### src/rtl/debug_pkg.sv
// Shared types for the debug run controller: command opcodes, controller states,
// halt causes and the step-counter width.
package debug_pkg;
    localparam int STEP_W = 16;
    localparam int ADDR_W = 32;

    typedef enum logic [2:0] {
        OP_NOP        = 3'd0,
        OP_HALT       = 3'd1,
        OP_RESUME     = 3'd2,
        OP_STEP       = 3'd3,
        OP_RESET_CORE = 3'd4,
        OP_SET_BP     = 3'd5,
        OP_CLR_BP     = 3'd6,
        OP_INVALID    = 3'd7
    } cmd_op_e;

    typedef enum logic [1:0] {
        ST_RUN        = 2'd0,
        ST_HALTED     = 2'd1,
        ST_STEPPING   = 2'd2,
        ST_CORE_RESET = 2'd3
    } state_e;

    typedef enum logic [1:0] {
        HC_NONE  = 2'd0,
        HC_CMD   = 2'd1,
        HC_BREAK = 2'd2,
        HC_STEP  = 2'd3
    } halt_cause_e;
endpackage

### src/rtl/debug_bp_unit.sv
// Single hardware breakpoint: address register, PC comparator and the one-shot
// skip that lets the core step off a breakpoint it was halted on.
module debug_bp_unit
    import debug_pkg::*;
(
    input  logic              i_clk,
    input  logic              i_reset,
    input  logic              i_set_bp,
    input  logic              i_clr_bp,
    input  logic [ADDR_W-1:0] i_bp_addr,
    input  logic [ADDR_W-1:0] i_pc,
    input  logic              i_active,
    input  logic              i_leave_halt,
    output logic              o_bp_hit
);
    logic              r_bp_en;
    logic [ADDR_W-1:0] r_bp_addr;
    logic              r_skip_bp;

    always_ff @(posedge i_clk or posedge i_reset) begin
        if (i_reset) begin
            r_bp_en   <= 1'b0;
            r_bp_addr <= '0;
            r_skip_bp <= 1'b0;
        end else begin
            if (i_set_bp) begin
                r_bp_en   <= 1'b1;
                r_bp_addr <= i_bp_addr;
            end else if (i_clr_bp) begin
                r_bp_en <= 1'b0;
            end
            // Skip covers only the first active cycle after leaving HALTED.
            if (i_leave_halt)
                r_skip_bp <= 1'b1;
            else if (i_active)
                r_skip_bp <= 1'b0;
        end
    end

    assign o_bp_hit = r_bp_en && (i_pc == r_bp_addr) && !r_skip_bp && i_active;
endmodule

### src/rtl/debug_run_ctrl.sv
// Debug run controller: run/halt/step/core-reset sequencing of a core clock
// enable, with breakpoint halting and an enabled-cycle counter.
module debug_run_ctrl
    import debug_pkg::*;
#(
    parameter int RESET_PULSE_CYCLES = 4,
    parameter bit START_HALTED       = 1'b0
) (
    input  logic        clk,
    input  logic        reset,
    input  logic        cmd_valid,
    input  logic [2:0]  cmd_op,
    input  logic [31:0] cmd_arg,
    output logic        cmd_ready,
    input  logic [31:0] pc,
    output logic        core_clk_en,
    output logic        core_reset,
    output logic        halted,
    output logic [1:0]  halt_cause,
    output logic [31:0] cycle_count,
    output logic        cmd_err
);
    localparam state_e     RESET_STATE = START_HALTED ? ST_HALTED : ST_RUN;
    localparam logic [7:0] PULSE_INIT  = 8'(RESET_PULSE_CYCLES);

    state_e             r_state;
    halt_cause_e        r_halt_cause;
    logic               r_core_reset;
    logic [31:0]        r_cycle_count;
    logic               r_cmd_err;
    logic [STEP_W-1:0]  r_step_cnt;
    logic [7:0]         r_rst_cnt;

    cmd_op_e            w_op;
    logic               w_accept;
    logic               w_active;
    logic               w_leave_halt;
    logic               w_bp_hit;
    logic               w_clk_en;
    logic [STEP_W-1:0]  w_step_load;

    assign w_op         = cmd_op_e'(cmd_op);
    assign cmd_ready    = (r_state != ST_CORE_RESET);
    assign w_accept     = cmd_valid && cmd_ready;
    assign w_active     = (r_state == ST_RUN) || (r_state == ST_STEPPING);
    assign w_leave_halt = w_accept && (r_state == ST_HALTED) &&
                          ((w_op == OP_RESUME) || (w_op == OP_STEP));
    assign w_clk_en     = (w_active || (r_state == ST_CORE_RESET)) && !w_bp_hit;
    assign w_step_load  = (cmd_arg[STEP_W-1:0] == '0) ? STEP_W'(1) : cmd_arg[STEP_W-1:0];

    debug_bp_unit u_bp (
        .i_clk        (clk),
        .i_reset      (reset),
        .i_set_bp     (w_accept && (w_op == OP_SET_BP)),
        .i_clr_bp     (w_accept && (w_op == OP_CLR_BP)),
        .i_bp_addr    (cmd_arg),
        .i_pc         (pc),
        .i_active     (w_active),
        .i_leave_halt (w_leave_halt),
        .o_bp_hit     (w_bp_hit)
    );

    always_ff @(posedge clk or posedge reset) begin
        if (reset) begin
            r_state       <= RESET_STATE;
            r_halt_cause  <= HC_NONE;
            r_core_reset  <= 1'b0;
            r_cycle_count <= '0;
            r_cmd_err     <= 1'b0;
            r_step_cnt    <= '0;
            r_rst_cnt     <= '0;
        end else begin
            r_cmd_err <= w_accept && (w_op == OP_INVALID);
            if (w_clk_en && (r_state != ST_CORE_RESET))
                r_cycle_count <= r_cycle_count + 32'd1;
            if ((r_state == ST_STEPPING) && w_clk_en)
                r_step_cnt <= r_step_cnt - STEP_W'(1);

            if (r_state == ST_CORE_RESET) begin
                r_cycle_count <= '0;
                if (r_rst_cnt <= 8'd1) begin
                    r_core_reset <= 1'b0;
                    r_state      <= ST_HALTED;
                    r_halt_cause <= HC_NONE;
                end else begin
                    r_rst_cnt <= r_rst_cnt - 8'd1;
                end
            end else if (w_accept && (w_op == OP_RESET_CORE)) begin
                r_state       <= ST_CORE_RESET;
                r_core_reset  <= 1'b1;
                r_rst_cnt     <= PULSE_INIT;
                r_cycle_count <= '0;
            // Halt sources in priority order: breakpoint, step completion, command.
            end else if (w_bp_hit) begin
                r_state      <= ST_HALTED;
                r_halt_cause <= HC_BREAK;
            end else if ((r_state == ST_STEPPING) && (r_step_cnt <= STEP_W'(1))) begin
                r_state      <= ST_HALTED;
                r_halt_cause <= HC_STEP;
            end else if (w_accept) begin
                case (w_op)
                    OP_HALT: begin
                        if (w_active) begin
                            r_state      <= ST_HALTED;
                            r_halt_cause <= HC_CMD;
                        end
                    end
                    OP_RESUME: begin
                        if (r_state != ST_RUN) begin
                            r_state      <= ST_RUN;
                            r_halt_cause <= HC_NONE;
                        end
                    end
                    OP_STEP: begin
                        if (r_state == ST_HALTED) begin
                            r_state    <= ST_STEPPING;
                            r_step_cnt <= w_step_load;
                        end
                    end
                    default: ;
                endcase
            end
        end
    end

    assign core_clk_en = w_clk_en;
    assign core_reset  = r_core_reset;
    assign halted      = (r_state == ST_HALTED);
    assign halt_cause  = r_halt_cause;
    assign cycle_count = r_cycle_count;
    assign cmd_err     = r_cmd_err;
endmodule
### config.mk
export PLATFORM = sky130hd
export DESIGN_NAME = debug_run_ctrl
export DESIGN_NICKNAME = d
export VERILOG_FILES = /design/src/rtl/debug_pkg.sv /design/src/rtl/debug_bp_unit.sv /design/src/rtl/debug_run_ctrl.sv
export SDC_FILE = /design/constraint.sdc
export NUM_CORES = 1
export LEC_CHECK = 0
export BUFFER_PORTS_ARGS = -buffer_cell sky130_fd_sc_hd__buf_2
export CORE_UTILIZATION = 53
export CTS_CLUSTER_DIAMETER = 30
export DETAILED_ROUTE_END_ITERATION = 7
export PLACE_DENSITY_LB_ADDON = 0.1
export SETUP_SLACK_MARGIN = 0.4
export SLEW_MARGIN = 30
export SYNTH_ARGS = -nofsm -noshare
export SYNTH_HDL_FRONTEND = slang
export SYNTH_HIERARCHICAL = 1
export SYNTH_SLANG_ARGS = --single-unit
### constraint.sdc
create_clock -name clk -period 3.65 [get_ports clk]
set_clock_uncertainty 0.1 [all_clocks]
set_input_delay 0.5475 -clock clk [delete_from_list [all_inputs] [get_ports clk]]
set_output_delay 0.5475 -clock clk [all_outputs]
set_load 0.02 [all_outputs]
## Word-level counts from Yosys, hierarchy flattened

Index checks and enable logic that the tools add are counted.

| operators by class | value |
|---|---|
| eq/ne operators | 20 |
| add/subtract/negate cells | 3 |
| multiplexer cells | 39 |
| order comparisons | 2 |
| reductions and logical operators | 34 |

Operators by type and width:

| kind | count |
|---|---|
| two-way mux 16 bit | 9 |
| two-way mux 32 bit | 3 |
| adder 32 x 1 -> 32 bit, second input constant | 1 |
| equality test 32 bit | 1 |
| two-way mux 2 bit | 15 |
| two-way mux 8 bit | 3 |
| less-or-equal comparator 16 x 1 -> 1 bit, second input constant | 1 |
| logical NOT 16 bit | 1 |
| subtractor 16 x 1 -> 16 bit, second input constant | 1 |
| logical AND 1 bit | 14 |
| equality test 3 bit, second input constant | 4 |
| AND reduction 6 bit | 2 |
| nonzero test 5 bit | 2 |
| less-or-equal comparator 8 x 1 -> 1 bit, second input constant | 1 |
| nonzero test 2 bit | 4 |
| subtractor 8 x 1 -> 8 bit, second input constant | 1 |
| two-way mux 1 bit | 7 |
| nonzero test 7 bit | 1 |
| equality test 3 x 2 -> 1 bit, second input constant | 2 |
| != test 2 bit, second input constant | 3 |
| != test 6 x 2 -> 1 bit, second input constant | 1 |
| != test 6 x 3 -> 1 bit, second input constant | 1 |
| != test 6 x 5 -> 1 bit, second input constant | 1 |
| case mux 2 bit (3 select lines) | 1 |
| other kinds (13) | 18 |

| storage, ports and cells | value |
|---|---|
| register bits after elaboration | 96 |
| word-level logic and storage cells | 108 |
| output and inout port bits | 39 |

## Logic depth before layout (Yosys ltp)

Gate-level depths: netlist (run 1).

| depth | value |
|---|---|
| depth after elaboration | 15 |
| depth in mapped cells | 13 |
| depth with buffers taken out | 10 |

## Hierarchy

The synthesis (run 1) kept the hierarchy.

By module, submodules not included:

| module | times used | area each (µm²) | cells an instance |
|---|---|---|---|
| debug_run_ctrl | 1 | 3480.8 | 383 |
| debug_bp_unit | 1 | 1617.8 | 120 |

## Least setup slack after synthesis (run 1)

No wires, ideal clock.

| timing path | value |
|---|---|
| kind | input to register |
| start point | in pc[22] |
| end point | reg r_step_cnt[10] |
| data required time | 3.422 ns |
| library setup time | 0.128 ns |
| path slack | 1.032 ns |
| arrival | 2.391 ns |
| buffers on the path | 2 |
| cell stages on the path | 11 |
| path through | xor2_1 -> nor4_1 -> nand4_1 -> nor3_2 -> clkbuf_1 -> nor2_1 -> buf_2 -> nand4_1 -> nor4_1 -> xor2_1 -> mux2_1 |

| between the ends | value |
|---|---|
| word-level cells in the longest chain between the ends | 15 |

Ends and longest elaborated chain:

| element | RTL line | source |
|---|---|---|
| start, declared | debug_run_ctrl.sv:15 | `input logic [31:0] pc,` |
| equality test 32 bit (*) | debug_bp_unit.sv:40 | `assign o_bp_hit = r_bp_en && (i_pc == r_bp_addr) && !r_skip_bp && i_active;` |
| logical AND 1 bit (*) (3 in series) | debug_bp_unit.sv:40 |  |
| named net w_bp_hit | debug_run_ctrl.sv:38 | `logic w_bp_hit;` |
| logical NOT 1 bit | debug_run_ctrl.sv:48 | `assign w_clk_en = (w_active \|\| (r_state == ST_CORE_RESET)) && !w_bp_hit;` |
| logical AND 1 bit | debug_run_ctrl.sv:48 |  |
| logical AND 1 bit | debug_run_ctrl.sv:76 | `if ((r_state == ST_STEPPING) && w_clk_en)` |
| two-way mux 16 bit | debug_run_ctrl.sv:76 |  |
| two-way mux 16 bit | debug_run_ctrl.sv:115 | `if (r_state == ST_HALTED) begin` |
| two-way mux 16 bit | debug_run_ctrl.sv:101 | `case (w_op)` |
| two-way mux 16 bit | debug_run_ctrl.sv:100 | `end else if (w_accept) begin` |
| two-way mux 16 bit | debug_run_ctrl.sv:97 | `end else if ((r_state == ST_STEPPING) && (r_step_cnt <= STEP_W'(1))) begin` |
| two-way mux 16 bit | debug_run_ctrl.sv:94 | `end else if (w_bp_hit) begin` |
| two-way mux 16 bit | debug_run_ctrl.sv:88 | `end else if (w_accept && (w_op == OP_RESET_CORE)) begin` |
| two-way mux 16 bit (*) | debug_run_ctrl.sv:79 | `if (r_state == ST_CORE_RESET) begin` |
| end signal, assigned | debug_run_ctrl.sv:77 | `r_step_cnt <= r_step_cnt - STEP_W'(1);` |
| end signal, assigned | debug_run_ctrl.sv:117 | `r_step_cnt <= w_step_load;` |
| end, declared | debug_run_ctrl.sv:31 | `logic [STEP_W-1:0] r_step_cnt;` |

The timed path passes the listed nets; every way through them passes the cells marked *.
A chain may end at the register's enable or synchronous reset.

## Final worst setup path (run 1)

| timing path | value |
|---|---|
| start point | reg r_state[0] |
| end point | reg r_step_cnt[10] |

| between the ends | value |
|---|---|
| word-level cells in the longest chain between the ends | 14 |

Ends and longest elaborated chain:

| element | RTL line | source |
|---|---|---|
| start, declared | debug_run_ctrl.sv:26 | `state_e r_state;` |
| start signal, assigned | debug_run_ctrl.sv:65 | `r_state <= RESET_STATE;` |
| start signal, assigned | debug_run_ctrl.sv:83 | `r_state <= ST_HALTED;` |
| start signal, assigned | debug_run_ctrl.sv:89 | `r_state <= ST_CORE_RESET;` |
| equality test 2 bit or logical NOT 2 bit (tied branches) | debug_run_ctrl.sv:45 | `assign w_active = (r_state == ST_RUN) \|\| (r_state == ST_STEPPING);` |
| logical OR 1 bit (*) | debug_run_ctrl.sv:45 |  |
| named net w_active | debug_run_ctrl.sv:36 | `logic w_active;` |
| logical AND 1 bit (*) | debug_bp_unit.sv:40 |  |
| named net w_bp_hit | debug_run_ctrl.sv:38 |  |
| logical NOT 1 bit | debug_run_ctrl.sv:48 |  |
| logical AND 1 bit | debug_run_ctrl.sv:48 |  |
| logical AND 1 bit | debug_run_ctrl.sv:76 |  |
| two-way mux 16 bit | debug_run_ctrl.sv:76 |  |
| two-way mux 16 bit | debug_run_ctrl.sv:115 |  |
| two-way mux 16 bit | debug_run_ctrl.sv:101 |  |
| two-way mux 16 bit | debug_run_ctrl.sv:100 |  |
| two-way mux 16 bit | debug_run_ctrl.sv:97 |  |
| two-way mux 16 bit | debug_run_ctrl.sv:94 |  |
| two-way mux 16 bit | debug_run_ctrl.sv:88 |  |
| two-way mux 16 bit (*) | debug_run_ctrl.sv:79 |  |

Marks and branches as above.

==> results.yml, run 1 <==
sta:
  fmaxAchievable_ghz: 0.347
  hold_violations: 0
  tightestPinTransition_ns: 0.912
  finalCritPeriodShare_pct: 78.9
  maxSlewHeadroom_pct: 38.7
  grt_setup_unrepaired: "no"
  fin_ws_ns: 0.768
  finalCriticalPeriod_ns: 2.88
  report.final.setup_viol: 0
  finalMaxSlewViolations: 0
  final.hold.worst_slack_ns: 0.182
  fin_setup_tns_ns: 0
floorplanning:
  fp.coreArea_mm2: 0.00928
  start_util_pct: 54.9
  fp.dieArea_mm2: 0.0100
  dieWidth_um: 100
  floorplan.die.height_um: 100
  num_rows: 35
  design.portCount: 109
synth:
  netlist.area_leader.share_pct: 47.1
  synth_largest_area_cell: "sky130_fd_sc_hd__dfrtp_1"
  post_synth_main_area_contributors: "sky130_fd_sc_hd__dfrtp_1 (47%), sky130_fd_sc_hd__xor2_1 (9.6%), sky130_fd_sc_hd__mux2_2 (7.1%)"
  gate_count_post_synth: 503
  post_synth.cell_area_avg_um2: 10.1
  postSynth.topFlopCell: "sky130_fd_sc_hd__dfrtp_1"
  syn_nets: 578
  ys_seq_area_share_pct: 47.1
  ys_types: 52
  synth.yosys.warnings: 6
  synth_area_mm2: 0.00510
  synth_seq_cells: 96
  asyncSetResetFlopFracSynth_pct: 100
  number_of_synthesized_flops_with_an_enable_pin: 0
route:
  post_drt_via_cell_ratio: 5.57
  detail-route-antenna-nets: 0
  route.detailed.wl_per_inst_um: 15.8
  drt_pass1_iterations: 4
  dr.first_iter.drc_count: 146
  drc: 0
  detail_route.wirelength_mm: 11.7
  vias: 4139
pwr:
  leakagePower_nw: 2.71
  power-per-cell-area_mw_per_mm2: 601
  peakVddDrop_uv: 305
placed_design:
  routabilityCongestion: 0.844
  post_dp_cell_area_mm2: 0.00580
  detailedPlace.worstSlack_ns: 0.549
  post-dp-hpwl_mm: 8.64
  place.port_buffers: 108
cells_and_area:
  area_delta_synth_final_pct: 17.9
  final_core_util_pct: 64.7
  post_route_cells_drive_above_1_share_pct: 29.3
  mostFrequentLayoutCells: "sky130_fd_sc_hd__buf_2 (108), sky130_fd_sc_hd__dfrtp_1 (96), sky130_fd_sc_hd__xor2_1 (56)"
  antennaDiodeCount: 0
  finish.net_count: 684
  fillers: 838
  layout_commonest_cell: "sky130_fd_sc_hd__buf_2"
  final_area_mm2: 0.00601
critical_path:
  critical_path_class: "reg -> reg"
  critical_path.cell_chain: "inv_1 -> nand2_1 -> nor3_1 -> nand4_1 -> nor3_2 -> buf_4 -> nor2_2 -> nand4_1 -> nor4_1 -> xor2_1 -> mux2_1"
  critical-path-top-cell-by-count: "sky130_fd_sc_hd__nand4_1"
  nature_of_the_critical_path_endpoint: "register"
  cpPeakStageDelay_ns: 0.59
  crit_fanout: 12
  critical_path.startpoint_type: "register"
  slowest_library_cell_on_the_worst_path: "sky130_fd_sc_hd__dfrtp_1"
  timing.critical_path.arrival_ns: 3.03
  worstPathRequired_ns: 3.80
  crit_buf_inv: 2
  cp_top_family: "simple AND/OR/NAND/NOR gates"
clocking:
  cts_sinks: 96
  cts-root-to-sink-buffers: 2
  post_cts_resize_count: 0
  clk_latency_ns: 0.36
  clock-root-buffer: "sky130_fd_sc_hd__clkbuf_8"
  tritoncts: "built"
  path_clk_slew_ns: 0.10
  cts.hold.buffers_added: 0
  postCtsSetupBuffers: 0
  htree_levels: 3
  numCtsBuffers: 9
global_route:
  grt_overflow: 0
  grt_antenna_before_repair: 0
  vias_in_the_first_global_route: 4023
  global_router_s_overall_resource_usage_pct: 24.8
  grt_pass1_wl_mm: 19.6
  grt_start_max_net_pins: 35
outcome:
  outcome: "finished, final reports clean"
flow_run:
  timing.max_cap.violations: 0
hold_path:
  hp-class: "in -> async"
-- routing by layer --
| layer | vias up | share of wire [%] | GRT usage [%] |
|---|---|---|---|
| met1 | 2030 | 43 | 32.0 |
| met2 | 101 | 52 | 43.2 |
| li1 | 1990 | - | - |
| met4 | 0 | 1.5 | 7.02 |
| met3 | 18 | 3.6 | 4.18 |
| met5 | - | 0 | 0 |
-- final timing paths --
kind	endpoint	start	cells after the start	slack, ns
min reg2reg	u_bp/r_bp_en	u_bp/r_bp_en	1	0.39
max	r_step_cnt[10]	r_state[0]	11	0.77
max in group asynchronous	r_state[1]	reset	3	2.39
max reg2reg	r_step_cnt[10]	r_state[0]	11	0.77
min	u_bp/r_bp_addr[30]	reset	3	0.18
min in group clk	u_bp/r_bp_addr[26]	cmd_arg[26]	2	0.31
-- metrics by stage --
step / std cells / power [mW]
final: 743 / 3.61
after global routing: 743 / 3.86
after CTS: 743 / 3.63
after detailed placement: 727 / 2.90
after global placement: 727 / 2.84
after floorplan: 503 / 2.55
-- cells by family after synthesis --
kind of cell,after synthesis,synth area share (%)
and+or+nand+nor,199,21.1
DFF,96,47.1
xor gates and xnor gates,79,13.6
AOI/OAI and AO/OA,52,6.31
buffers and inverters,37,2.97
muxes,35,7.73
adders and majority gates,5,1.23
-- worst register-to-register path, stage by stage, from the launching register on --
cell,delay [ns]
sky130_fd_sc_hd__dfrtp_1,0.59
sky130_fd_sc_hd__inv_1,0.19
sky130_fd_sc_hd__nand2_1,0.13
sky130_fd_sc_hd__nor3_1,0.05
sky130_fd_sc_hd__nand4_1,0.10
sky130_fd_sc_hd__nor3_2,0.05
sky130_fd_sc_hd__buf_4,0.17
sky130_fd_sc_hd__nor2_2,0.37
sky130_fd_sc_hd__nand4_1,0.32
sky130_fd_sc_hd__nor4_1,0.30
sky130_fd_sc_hd__xor2_1,0.11
sky130_fd_sc_hd__mux2_1,0.29
-- sequential cells by signal (all words and copies together), names as in the netlist --
name	count
r_step_cnt	16
u_bp/r_bp_addr	32
halt_cause	2
cmd_err	1
r_rst_cnt	8
cycle_count	32
core_reset	1
r_state	2
u_bp/r_bp_en	1
u_bp/r_skip_bp	1
-- synth_stat cells, types with 2 or more instances --
master,number
sky130_fd_sc_hd__clkbuf_1,10
sky130_fd_sc_hd__o21ai_0,9
sky130_fd_sc_hd__and2_1,4
sky130_fd_sc_hd__nor2_1,48
sky130_fd_sc_hd__mux2_1,3
sky130_fd_sc_hd__or3_1,8
sky130_fd_sc_hd__xor2_1,56
sky130_fd_sc_hd__mux2_2,32
sky130_fd_sc_hd__inv_1,15
sky130_fd_sc_hd__and4_1,4
sky130_fd_sc_hd__and3_1,4
sky130_fd_sc_hd__inv_2,2
sky130_fd_sc_hd__nor4b_1,2
sky130_fd_sc_hd__nor3_1,16
sky130_fd_sc_hd__nor4_1,25
sky130_fd_sc_hd__ha_1,5
sky130_fd_sc_hd__o31ai_1,2
sky130_fd_sc_hd__a21oi_1,10
sky130_fd_sc_hd__nand3_1,19
sky130_fd_sc_hd__nand4_1,22
sky130_fd_sc_hd__nand2_1,30
sky130_fd_sc_hd__a21o_1,2
sky130_fd_sc_hd__nand4b_1,2
sky130_fd_sc_hd__o21ai_1,14
sky130_fd_sc_hd__a41oi_1,2
sky130_fd_sc_hd__dfrtp_1,96
sky130_fd_sc_hd__xnor2_1,23
sky130_fd_sc_hd__a211o_1,2
sky130_fd_sc_hd__buf_2,10
sky130_fd_sc_hd__or2_2,2
sky130_fd_sc_hd__a31oi_1,3
-- report_power, final --
group	internal, mW	switching (mW)
combinational	0.554	0.619
clock	0.339	0.386
sequential	1.39	0.327
-- cell type report --
cell class              instances  area [um2]  area share [%]
inverters                      17        63.8            1.06
flip-flops and latches         96        2400            40.0
well taps                     129         161            2.69
repair buffers                115         593            9.87
clock buffers                  10         138            2.29
clock inverters                 6        65.1            1.08
multi-input cells             370        2590            43.0
Note: power is estimated with default switching activity, not from simulation.
==> run 2, diff against run 1 <==
--- a/config.mk
+++ b/config.mk
@@ -6,7 +6,7 @@
 export NUM_CORES = 1
 export LEC_CHECK = 0
 export BUFFER_PORTS_ARGS = -buffer_cell sky130_fd_sc_hd__buf_2
-export CORE_UTILIZATION = 53
+export CORE_UTILIZATION = 50
 export CTS_CLUSTER_DIAMETER = 30
 export DETAILED_ROUTE_END_ITERATION = 7
 export PLACE_DENSITY_LB_ADDON = 0.1
==> constraint.sdc (replaced) <==
create_clock -name clk -period 2.6 [get_ports clk]
set_clock_uncertainty 0.1 [all_clocks]
set_input_delay 0.39 -clock clk [delete_from_list [all_inputs] [get_ports clk]]
set_output_delay 0.39 -clock clk [all_outputs]
set_load 0.02 [all_outputs]
==> run 2 against run 1 <==
Compared with the run above: final cell count grew 5.0%; sequential power grew 40%; clock-buffer cell count grew 3; first-iteration DRC count grew 0.68%; setup slack lost 0.68 ns.
==> results.yml, run 2 (synthesized netlist as in run 1, its figures left out) <==
global_route:
  grt_pass1_wl_mm: 20.1
  vias_in_the_first_global_route: 4206
  grt_antenna_before_repair: 0
  grt_overflow: 0
  global_router_s_overall_resource_usage_pct: 24.7
  grt_start_max_net_pins: 37
route:
  drt_pass1_iterations: 4
  post_drt_via_cell_ratio: 5.49
  drc: 0
  detail-route-antenna-nets: 0
  dr.first_iter.drc_count: 147
  vias: 4286
  detail_route.wirelength_mm: 12.5
  route.detailed.wl_per_inst_um: 16.0
floorplanning:
  dieWidth_um: 103
  floorplan.die.height_um: 103
  fp.coreArea_mm2: 0.00982
  start_util_pct: 51.9
  fp.dieArea_mm2: 0.0106
  num_rows: 36
  design.portCount: 109
clocking:
  cts-root-to-sink-buffers: 2
  clock-root-buffer: "sky130_fd_sc_hd__clkbuf_8"
  tritoncts: "built"
  numCtsBuffers: 9
  clk_latency_ns: 0.36
  cts_sinks: 96
  path_clk_slew_ns: 0.09
  htree_levels: 3
  cts.hold.buffers_added: 0
sta:
  finalCriticalPeriod_ns: 2.51
  maxSlewHeadroom_pct: 59.9
  fin_ws_ns: 0.0850
  tightestPinTransition_ns: 0.600
  finalCritPeriodShare_pct: 96.7
  finalMaxSlewViolations: 0
  fmaxAchievable_ghz: 0.398
  hold_violations: 0
  report.final.setup_viol: 0
  grt_setup_unrepaired: "yes"
  final.hold.worst_slack_ns: 0.00222
critical_path:
  critical_path.endpoint: "core_clk_en"
  timing.critical_path.arrival_ns: 2.02
  reg2reg_slack_ns: 0.10
  critical_path.startpoint_type: "register"
  crit_path_start: "u_bp/r_bp_addr[4]"
  critical_path_class: "reg -> out"
  worstPathRequired_ns: 2.11
  worstRegToRegCells: 10
  critical_path.reg2reg.startpoint: "u_bp/r_bp_addr[4]"
  end_of_the_worst_register_to_register_path: "halt_cause[0]"
  crit_fanout: 3
  nature_of_the_critical_path_endpoint: "output pin"
pwr:
  switching_share_pct: 37.3
  leakagePower_nw: 2.95
  peakVddDrop_uv: 472
  power_frac_comb_pct: 38.2
  sequentialPowerShare_pct: 44.1
  power-per-cell-area_mw_per_mm2: 814
  power.clock.fraction_pct: 17.7
  intPower_mw: 3.40
  net-switching-power_mw: 2.02
  report.power.total_mw: 5.42
hold_path:
  hp-class: "in -> async"
cells_and_area:
  antennaDiodeCount: 0
  mostFrequentLayoutCells: "sky130_fd_sc_hd__buf_2 (107), sky130_fd_sc_hd__dfrtp_1 (96), sky130_fd_sc_hd__xor2_1 (55)"
  final_area_mm2: 0.00665
  finish.net_count: 717
  post_route_cells_drive_above_1_share_pct: 38.0
  fillers: 832
  area_delta_synth_final_pct: 30.5
  layout_commonest_cell: "sky130_fd_sc_hd__buf_2"
  post_layout_nonfiller_instances: 780
flow_run:
  timing.max_cap.violations: 0
placed_design:
  placedCellCount: 748
  post-dp-hpwl_mm: 8.82
  routabilityCongestion: 0.834
  post_dp_cell_area_mm2: 0.00599
  detailedPlace.worstSlack_ns: -0.0730
  place.port_buffers: 108
outcome:
  outcome: "finished, final reports clean"
-- run 2: cell count changes in the layout (fill, tap and decap cells not counted), sizes merged --
cell	before	now
clkbuf	10	16
clkinv	2	1
buf	115	145
inv	19	17
-- run 2: power groups by stage --
stage / registers, mW / logic (mW) / clock network (mW)
after floorplan: 2.32 / 1.30 / 0
after global placement: 2.36 / 1.77 / 0
after detailed placement: 2.39 / 1.82 / 0
after CTS: 2.37 / 1.97 / 0.983
after global routing: 2.46 / 2.27 / 1.03
final: 2.39 / 2.07 / 0.957
-- run 2: through the flow --
step	utilization, %	setup TNS [ns]
2_1_floorplan	-	0
3_3_place_gp	60.9	-0.0977
3_5_place_dp	61.0	-0.433
4_1_cts	65.3	0
5_1_grt	67.8	0
6_report	67.8	0
-- run 2: worst min path at each step --
stage | slack, ns | to | startpoint
2_1_floorplan | 0.35 | u_bp/r_skip_bp | u_bp/r_skip_bp
3_3_place_gp | 0.37 | u_bp/r_bp_en | u_bp/r_bp_en
3_5_place_dp | 0.37 | u_bp/r_skip_bp | u_bp/r_skip_bp
4_1_cts | 0.008 | r_rst_cnt[0] | reset
5_1_grt | 0.05 | r_rst_cnt[0] | reset
6_report | 0.002 | r_rst_cnt[0] | reset
-- run 2: repair_timing --
item | 4_1_cts | 5_1_grt
pin swaps | 36 | 36
resized for setup | 33 | 35
buffers inserted | 11 | 2
gates cloned | 0 | 3
setup endpoints to repair | 50 | 64
endpoints found under the hold margin | 0 | 0
-- run 2: worst max-delay path: stages, from the launching register on --
cell	delay [ns]
sky130_fd_sc_hd__dfrtp_1	0.41
sky130_fd_sc_hd__xor2_1	0.18
sky130_fd_sc_hd__nor4_2	0.33
sky130_fd_sc_hd__nand4_1	0.15
sky130_fd_sc_hd__nor3_2	0.16
sky130_fd_sc_hd__buf_4	0.16
sky130_fd_sc_hd__buf_6	0.10
sky130_fd_sc_hd__nor2_4	0.03
sky130_fd_sc_hd__buf_6	0.13
-- run 2: area by class of cell --
class	instances	area, um2	area share (%)
Inverter	17	63.8	0.959
Multi-Input combinational cell	370	2870	43.1
Clock buffer	13	139	2.09
Timing Repair Buffer	148	973	14.6
Tap cell	133	166	2.50
Clock inverter	3	42.5	0.639
Sequential cell	96	2400	36.1
-- run 2: per-layer routing --
metal	global-route usage [%]	wire (um)	vias up
met5	0	0	-
met4	9.53	221	0
met3	3.86	613	19
met2	41.9	6150	117
met1	31.8	5500	2092
li1	-	-	2058
==> run 3, diff against run 2 <==
--- a/config.mk
+++ b/config.mk
@@ -8,11 +8,11 @@
 export BUFFER_PORTS_ARGS = -buffer_cell sky130_fd_sc_hd__buf_2
 export CORE_UTILIZATION = 50
 export CTS_CLUSTER_DIAMETER = 30
+export CTS_CLUSTER_SIZE = 10
 export DETAILED_ROUTE_END_ITERATION = 7
 export PLACE_DENSITY_LB_ADDON = 0.1
 export SETUP_SLACK_MARGIN = 0.4
 export SLEW_MARGIN = 30
 export SYNTH_ARGS = -nofsm -noshare
 export SYNTH_HDL_FRONTEND = slang
-export SYNTH_HIERARCHICAL = 1
 export SYNTH_SLANG_ARGS = --single-unit
==> run 3 against run 2 <==
Compared with the run above: via count is 1.9% higher; total power is 2.2% higher; clock-buffer cell count is 2 lower; setup slack better by 0.10 ns; non-clock buffer count is 4 lower; synthesized area is 0.98% higher; sequential share of layout area is 0.92 points higher; critical path depth stayed put; combinational power is 2% higher; wire length is 0.78% lower; sequential power is 2% higher; clock power is 2% higher; largest power group unchanged; highest routed layer unchanged.
==> results.yml, run 3 <==
synth:
  post_synth_main_area_contributors: "sky130_fd_sc_hd__dfrtp_1 (47%), sky130_fd_sc_hd__mux2_2 (7.0%), sky130_fd_sc_hd__xnor2_1 (5.1%)"
  synth_area_mm2: 0.00515
  syn_nets: 598
  ys_types: 55
  ys_seq_area_share_pct: 46.7
  number_of_synthesized_flops_with_an_enable_pin: 0
  post-synth-top-count-cell: "sky130_fd_sc_hd__dfrtp_1"
  synth.yosys.warnings: 0
  post_synth.cell_area_avg_um2: 9.84
  postSynth.topFlopCell: "sky130_fd_sc_hd__dfrtp_1"
  synth_seq_cells: 96
  synth_largest_area_cell: "sky130_fd_sc_hd__dfrtp_1"
  netlist.area_leader.share_pct: 46.7
  gate_count_post_synth: 523
  post_synth_most_frequent_cells: "sky130_fd_sc_hd__dfrtp_1 (96), sky130_fd_sc_hd__nand2_1 (44), sky130_fd_sc_hd__nor2_1 (40)"
  asyncSetResetFlopFracSynth_pct: 100
placed_design:
  post_dp_cell_area_mm2: 0.00592
  place.port_buffers: 108
  post-dp-hpwl_mm: 8.67
  detailedPlace.worstSlack_ns: 0.153
  routabilityCongestion: 0.797
route:
  route.detailed.wl_per_inst_um: 15.5
  dr.first_iter.drc_count: 206
  drc: 0
  detail-route-antenna-nets: 0
  post_drt_via_cell_ratio: 5.48
  drt_pass1_iterations: 4
  vias: 4367
  detail_route.wirelength_mm: 12.4
pwr:
  peakVddDrop_uv: 582
  leakagePower_nw: 2.85
  power-per-cell-area_mw_per_mm2: 850
global_route:
  grt_overflow: 0
  vias_in_the_first_global_route: 4142
  grt_antenna_before_repair: 0
  global_router_s_overall_resource_usage_pct: 24.5
  grt_pass1_wl_mm: 19.7
  grt_start_max_net_pins: 52
critical_path:
  worstRegToRegCells: 10
  crit_buf_inv: 3
  reg2reg_slack_ns: 0.26
  critical_path.startpoint_type: "register"
  critical_path_depth: 8
  critical_path.reg2reg.startpoint: "u_bp.r_bp_addr[31]"
  cp_top_family: "simple AND/OR/NAND/NOR gates"
  critical_path_class: "reg -> out"
  nature_of_the_critical_path_endpoint: "output pin"
  slowest_library_cell_on_the_worst_path: "sky130_fd_sc_hd__dfrtp_1"
  worstPathRequired_ns: 2.11
  end_of_the_worst_register_to_register_path: "cycle_count[15]"
  cpPeakStageDelay_ns: 0.41
  critical_path.cell_chain: "xnor2_2 -> nand4_1 -> nor4_2 -> nand4_1 -> buf_6 -> nand2_4 -> inv_2 -> buf_6"
  crit_path_start: "u_bp.r_bp_addr[31]"
  crit_fanout: 2
  timing.critical_path.arrival_ns: 1.92
cells_and_area:
  final_core_util_pct: 66.0
  mostFrequentLayoutCells: "sky130_fd_sc_hd__buf_2 (107), sky130_fd_sc_hd__dfrtp_1 (90), sky130_fd_sc_hd__nand2_1 (42)"
  finish.net_count: 735
  post_route_cells_drive_above_1_share_pct: 36.7
  antennaDiodeCount: 0
  final_area_mm2: 0.00651
  area_delta_synth_final_pct: 26.4
  layout_commonest_cell: "sky130_fd_sc_hd__buf_2"
sta:
  final.hold.worst_slack_ns: 0.0786
  fin_setup_tns_ns: 0
  fmaxAchievable_ghz: 0.414
  fin_ws_ns: 0.185
  tightestPinTransition_ns: 0.671
  finalCritPeriodShare_pct: 92.9
  hold_violations: 0
  finalMaxSlewViolations: 0
  grt_setup_unrepaired: "yes"
  finalCriticalPeriod_ns: 2.41
  maxSlewHeadroom_pct: 55.2
  report.final.setup_viol: 0
floorplanning:
  dieWidth_um: 103
  num_rows: 36
  design.portCount: 109
  start_util_pct: 52.2
  floorplan.die.height_um: 103
  fp.coreArea_mm2: 0.00986
  fp.dieArea_mm2: 0.0107
clocking:
  htree_levels: 3
  tritoncts: "built"
  cts.hold.buffers_added: 0
  path_clk_slew_ns: 0.09
  clock-root-buffer: "sky130_fd_sc_hd__clkbuf_8"
  clk_latency_ns: 0.39
  numCtsBuffers: 9
  cts_sinks: 96
  cts-root-to-sink-buffers: 2
outcome:
  outcome: "finished, final reports clean"
flow_run:
  timing.max_cap.violations: 0
hold_path:
  hp-class: "in -> async"
[run 3: cell types whose count changed in the layout (fill, tap and decap cells not counted), sizes merged, moves of 5 or more]
| cell | previous run | this run |
|---|---|---|
| nor2 | 48 | 40 |
| a21oi | 11 | 29 |
| nand2 | 30 | 44 |
| o31ai | 2 | 7 |
| xor2 | 56 | 24 |
| xnor2 | 23 | 30 |
| or3 | 8 | 23 |
| o21ai | 23 | 39 |
| clkbuf | 16 | 11 |
| nand4 | 22 | 15 |
| nor4 | 27 | 13 |
[run 3: layout make-up]
class                   count  area [um2]
clock inverters             4        45.0
well taps                 133         166
clock buffers              11         141
flip-flops and latches     96        2410
repair buffers            144         880
fillers                   849        3360
multi-input cells         389        2790
inverters                  20        81.3
[run 3: through the flow]
step / cells / power (mW)
after global placement: 764 / 4.17
after global routing: 797 / 5.91
after floorplan: 523 / 3.72
final: 797 / 5.54
after CTS: 791 / 5.39
after detailed placement: 764 / 4.26
[run 3: report_power, final]
group          total, mW  internal (mW)  switching [mW]  leakage, nW
clock              0.975          0.461           0.513       0.0989
combinational       2.12           1.07            1.05         1.53
sequential          2.44           1.98           0.457         1.22
total               5.54           3.51            2.02         2.85
[run 3: logic make-up after synthesis]
logic type,synth area share (%)
XOR/XNOR,9.19
adder cells (fa/ha/maj),1.22
multiplexers,7.78
AO/OA/AOI/OAI,10.6
buffers and inverters,3.35
AND/OR/NAND/NOR,21.2
flip-flops,46.7
[run 3: layer usage]
| layer | vias to the layer above | global-route usage [%] | routed length, um |
|---|---|---|---|
| li1 | 2129 | - | - |
| met1 | 2109 | 29.1 | 5180 |
| met2 | 115 | 42.0 | 6320 |
| met3 | 14 | 6.92 | 719 |
| met4 | 0 | 9.64 | 172 |
| met5 | - | 0 | 0 |
[run 3: worst min-delay path: stages]
cell,delay (ns)
sky130_fd_sc_hd__buf_2,0.11
sky130_fd_sc_hd__clkinvlp_4,0.06
sky130_fd_sc_hd__buf_4,0.47
[run 3: worst max-delay path by stage]
| stage | slack [ns] | endpoint |
|---|---|---|
| final | 0.19 | core_clk_en |
| after global routing | 0.04 | core_clk_en |
| after CTS | 0.16 | core_clk_en |
| after detailed placement | 0.15 | halt_cause[0] |
| after global placement | 0.21 | core_clk_en |
| after floorplan | 0.40 | cycle_count[13] |
[run 3: repair_timing]
action | CTS | global route
resized for setup | 31 | 30
buffers inserted | 10 | 6
cloned | 2 | 0
pin swaps | 13 | 23
endpoints found under the setup margin | 38 | 88
